`config.mk`:
```
export PLATFORM = sky130hd
export DESIGN_NAME = symbol_serializer_flat
export DESIGN_NICKNAME = d
export VERILOG_FILES = /design/src/rtl/symbol_serializer_if.sv /design/src/rtl/symbol_serializer.sv /design/src/flat_wrapper.sv
export SDC_FILE = /design/constraint.sdc
export NUM_CORES = 1
export LEC_CHECK = 0
export ABC_AREA = 1
export CAP_MARGIN = 10
export CORE_MARGIN = 1
export CORE_UTILIZATION = 45
export CTS_BUF_LIST = sky130_fd_sc_hd__clkbuf_4 sky130_fd_sc_hd__clkbuf_8
export DETAILED_ROUTE_END_ITERATION = 8
export PLACE_DENSITY_LB_ADDON = 0.12
export SYNTH_ARGS = -nofsm -noshare
export SYNTH_HDL_FRONTEND = slang
export SYNTH_SLANG_ARGS = --single-unit
```
`constraint.sdc`:
```
create_clock -name clk -period 1.8 [get_ports clk]
set_input_delay 0.36 -clock clk [delete_from_list [all_inputs] [get_ports clk]]
set_output_delay 0.36 -clock clk [all_outputs]
set_load 0.01 [all_outputs]
```
`src/rtl/symbol_serializer_if.sv`:
```
// symbol_serializer_if: word-in / QPSK-symbol-out handshake bundle
interface symbol_serializer_if;
    logic [7:0] in0, in1, in2, in3;
    logic       in_valid, in_ready;
    logic [1:0] sym;
    logic       sym_valid, sym_ready, sym_last;
    modport slave (
        input  in0, in1, in2, in3, in_valid, sym_ready,
        output in_ready, sym, sym_valid, sym_last
    );
    modport master (
        output in0, in1, in2, in3, in_valid, sym_ready,
        input  in_ready, sym, sym_valid, sym_last
    );
endinterface

```
`src/rtl/symbol_serializer.sv`:
```
// symbol_serializer: splits 32-bit words into 16 QPSK symbols, LSB pair of in0 first
module symbol_serializer #(
    parameter logic [1:0] IDLE_SYM = 2'b00
) (
    input logic clk,
    input logic rst,
    symbol_serializer_if.slave bus
);
    typedef enum logic {IDLE, SHIFT} state_t;
    state_t      state;
    logic [31:0] active, pend, word;
    logic [3:0]  k;
    logic        pend_full, word_xfer, sym_xfer;
    assign word      = {bus.in3, bus.in2, bus.in1, bus.in0};
    assign word_xfer = bus.in_valid && !pend_full;
    assign sym_xfer  = (state == SHIFT) && bus.sym_ready;
    assign bus.in_ready  = !pend_full;
    assign bus.sym_valid = state == SHIFT;
    assign bus.sym       = (state == SHIFT) ? active[1:0] : IDLE_SYM;
    assign bus.sym_last  = (state == SHIFT) && (k == 4'd15);
    // active shifts right so the current symbol is always its low pair
    always_ff @(posedge clk) begin
        if (rst) begin
            state     <= IDLE;
            k         <= 4'd0;
            pend_full <= 1'b0;
            active    <= '0;
            pend      <= '0;
        end else if (state == IDLE) begin
            if (word_xfer) begin
                active <= word;
                k      <= 4'd0;
                state  <= SHIFT;
            end
        end else if (sym_xfer && k == 4'd15) begin
            k <= 4'd0;
            if (pend_full) begin
                active    <= pend;
                pend_full <= 1'b0;
            end else if (word_xfer) active <= word;
            else state <= IDLE;
        end else begin
            if (sym_xfer) begin
                active <= {2'b00, active[31:2]};
                k      <= k + 4'd1;
            end
            if (word_xfer) begin
                pend      <= word;
                pend_full <= 1'b1;
            end
        end
    end
endmodule

```
`src/flat_wrapper.sv`:
```
// flat-port wrapper written by rule: the top's interface ports become plain ports
module symbol_serializer_flat 
#(
    parameter logic [1:0] IDLE_SYM = 2'b00
)
  (clk, rst, bus_in0, bus_in1, bus_in2, bus_in3, bus_in_valid, bus_sym_ready, bus_in_ready, bus_sym, bus_sym_valid, bus_sym_last);
  symbol_serializer_if bus_i ();
  input logic clk;
  input logic rst;
  input wire logic [$bits(bus_i.in0)-1:0] bus_in0;
  input wire logic [$bits(bus_i.in1)-1:0] bus_in1;
  input wire logic [$bits(bus_i.in2)-1:0] bus_in2;
  input wire logic [$bits(bus_i.in3)-1:0] bus_in3;
  input wire logic [$bits(bus_i.in_valid)-1:0] bus_in_valid;
  input wire logic [$bits(bus_i.sym_ready)-1:0] bus_sym_ready;
  output wire logic [$bits(bus_i.in_ready)-1:0] bus_in_ready;
  output wire logic [$bits(bus_i.sym)-1:0] bus_sym;
  output wire logic [$bits(bus_i.sym_valid)-1:0] bus_sym_valid;
  output wire logic [$bits(bus_i.sym_last)-1:0] bus_sym_last;
  assign bus_i.in0 = bus_in0;
  assign bus_i.in1 = bus_in1;
  assign bus_i.in2 = bus_in2;
  assign bus_i.in3 = bus_in3;
  assign bus_i.in_valid = bus_in_valid;
  assign bus_i.sym_ready = bus_sym_ready;
  assign bus_in_ready = bus_i.in_ready;
  assign bus_sym = bus_i.sym;
  assign bus_sym_valid = bus_i.sym_valid;
  assign bus_sym_last = bus_i.sym_last;
  symbol_serializer #(.IDLE_SYM(IDLE_SYM)) u_core (.clk(clk), .rst(rst), .bus(bus_i));
endmodule
```
==> impl_results.md <==
* Initial Util at a little under half
* Placed instance count at between 700 and 800
* Post-Synth XOR/XNOR Area at less than 1%
* Gr usage total at between 20% and 30%
* # fillers at between 800 and 900
* Fin nets at roughly 690
* Die Area at 0.00880 mm²
* CORE AREA at about 0.0082 mm²
* Status: completed
* Post-CTS setup buffers at 0
* Pre-CTS setup slack at -0.0974 ns
* Clock sinks at 70
* Area leader, netlist: dfxtp_1
* Minimum clock period at about 1.8 ns
* Slew @ Worst Pin at 0.298 ns
* Max Clk Rate at ~570 MHz
* Vias in the first global route at about 3400
* Initial DRC Count at 202
* Setup ws final at 0.0461 ns
* Maxcap violations at 0
* GRT Residual Overflow at 0
* Post-synthesis mux area share at 0%
* CP Capture Type: output port
* Antenna cells at 0
* P per Cell Area at between 800 and 900 mW/mm²
* Vias/cell at 4.97
* RSZ-0062 raised after global routing: false
* Die Ht at between 90 and 100 µm
* Crit path arrival time at between 1 and 1.5 ns
* Startpoint Class: register
* Hold Vio Cnt, Final at 0
* Worst vdd ir at ~450 µV
* Via Count at around 3800
* TritonCTS clock tree: built
* Fin crit share at 97.4%
* YS warnings at 0
* Largest family of logic cells by synthesized area: simple AND/OR/NAND/NOR gates
* Antenna violations before repair at 0
* Post-Synth Simple-Gate Area at roughly a third
* CP Max Fanout at 6
* Die X at ~94 µm
* Clock Latency Late Sink at about 0.36 ns
* Post-synthesis compound-gate area fraction at 13.3%
* Drt drc at 0
* # IOs at 41
* CTS root buffer: clkbuf_8
* Max-slew headroom at around four fifths
* First-pass GRT wire length at between 15 and 20 mm
* Setup Crit Path Kind: reg -> out
* Final routed wire length divided by cell count at ~12 µm
* Max-slew violation count at 0
* Hold_buf cts at 0
* Synth Area in Adders at less than 1%
* Detail Route Antenna Nets at 0
* Post-Syn Area at 0.00379 mm²
* Num CTS Buffers at 9
* Num rows at 33
* Syn_area_per_cell at roughly 6 µm²
* Gpl congestion at 0.815
* Top cells by area, synth: dfxtp_1, nand3_1, nand2_1
* Layout Cells excl Fill at 760
* Clock Skew at roughly 0.0059 ns
* Mapped Cells at a little over 600
* Area Overhead vs Synth at 22.3%
* Setup violation total in the final timing report at 0
* Largest net degree at the start of global routing at 65
* Drt total wl at approximately 9.4 mm
* Share of cells above drive strength 1 at approximately 8.2%
* Sequential fraction of the synthesis area at 37.0%
* Req. time, crit path at about 1.4 ns
* Syn_nets at approximately 650
* Clk pin slew, worst setup/hold paths at about 0.08 ns
* First-pass DRT Iterations at 4
* P_leak at around 0.0021 µW
* Clk buf depth at 2
* Flop and latch count out of synthesis at 70
* Hpwl dp at 5.92 mm
* IO buf count at 40
* Hold Slack at 0.453 ns
* Yosys cell types at 23
* Yosys top cell area share at between 30 and 40%
* Worst Hold Class: reg -> reg
* # H-tree levels at 3
cell families (layout without fill, tap and decap cells):
kind of cell	Yosys count	after routing
AOI/OAI and AO/OA	98	98
xor gates and xnor gates	1	1
adders and majority gates	1	1
buffers and inverters	150	188
DFF	70	70
and+or+nand+nor	297	297
per-layer routing:
metal	wire, µm	GRT usage, %	part of all wire (%)	vias up
li1	-	-	-	1983
met5	0	0	0	-
met4	156	10.3	1.7	0
met1	4370	29.7	46	1713
met2	4520	39.1	48	68
met3	395	3.96	4.2	12
power breakdown:
| part | total, µW | leakage, µW | internal [µW] | switching, µW |
|---|---|---|---|---|
| clock | 1460 | 0.000112 | 864 | 595 |
| combinational | 867 | 0.00142 | 363 | 504 |
| sequential | 1740 | 0.000579 | 1690 | 47.8 |
| total | 4070 | 0.00211 | 2920 | 1150 |
layout by cell type, fill, tap and decap left out, drive strengths merged:
master,n
clkinvlp,1
clkdlybuf4s50,39
ha,1
xor2,1
clkdlybuf4s15,1
bufinv,2
buf,24
a31oi,1
a21oi,65
o21ai,31
nand2,129
clkinv,1
nor3,1
nor2,69
clkbuf,12
o21bai,1
dfxtp,70
inv,108
nand3,98
worst paths after layout:
| check | from | endpoint | slack, ns | cells after the start |
|---|---|---|---|---|
| max reg2reg | u_core.k[1]$_SDFFE_PP0P_ | u_core.active[16]$_SDFFE_PP0P_ | 0.22 | 9 |
| max | u_core.bus.sym_valid$_SDFF_PP0_ | bus_sym_valid | 0.05 | 2 |
| min | u_core.pend[25]$_SDFFE_PP0P_ | u_core.pend[25]$_SDFFE_PP0P_ | 0.45 | 2 |
| min reg2reg | u_core.pend[25]$_SDFFE_PP0P_ | u_core.pend[25]$_SDFFE_PP0P_ | 0.45 | 2 |
state kept, by name, summed over array words and instances, names as in the netlist:
name and count:
u_core.pend_full 1, u_core.bus.sym_valid 1, u_core.k 4, u_core.active 32, u_core.pend 32
critical path: stages, from the launching register on:
cell and delay [ns]:
dfxtp_4 0.39, buf_4 0.13, clkdlybuf4s50_1 0.52
Yosys cell counts (all sizes together):
master / count
inv: 108
nand3: 98
o21ai: 31
o21bai: 1
nand2: 129
clkinv: 1
buf: 26
xor2: 1
nor3: 1
a31oi: 1
dfxtp: 70
a21oi: 65
clkbuf: 15
nor2: 69
ha: 1
stage by stage:
stage | TNS [ns] | cell area [µm²] | util [%] | power, µW
after floorplan | 0 | 3790 | - | 2350
after global placement | -1.19 | 4390 | 53.7 | 2620
after detailed placement | -2.97 | 4390 | 53.7 | 2640
after CTS | 0 | 4630 | 56.6 | 4110
after global routing | 0 | 4640 | 56.7 | 4310
final | 0 | 4640 | 56.7 | 4070
cell type report:
cell class	instances	area, µm²	area share, %
Tap cell	105	131	2.83
Sequential cell	70	1410	30.4
Clock inverter	3	67.6	1.46
Timing Repair Buffer	64	656	14.1
Clock buffer	12	159	3.43
Multi-Input combinational cell	397	1810	38.9
Inverter	109	409	8.82
timing repair:
action / in CTS / in global routing
endpoints found under the setup margin: 4 / 4
gates resized for setup: 6 / 5
endpoints found under the hold margin: 0 / 0
pin swaps: 1 / 0
Power figures use the tool's default switching activity.
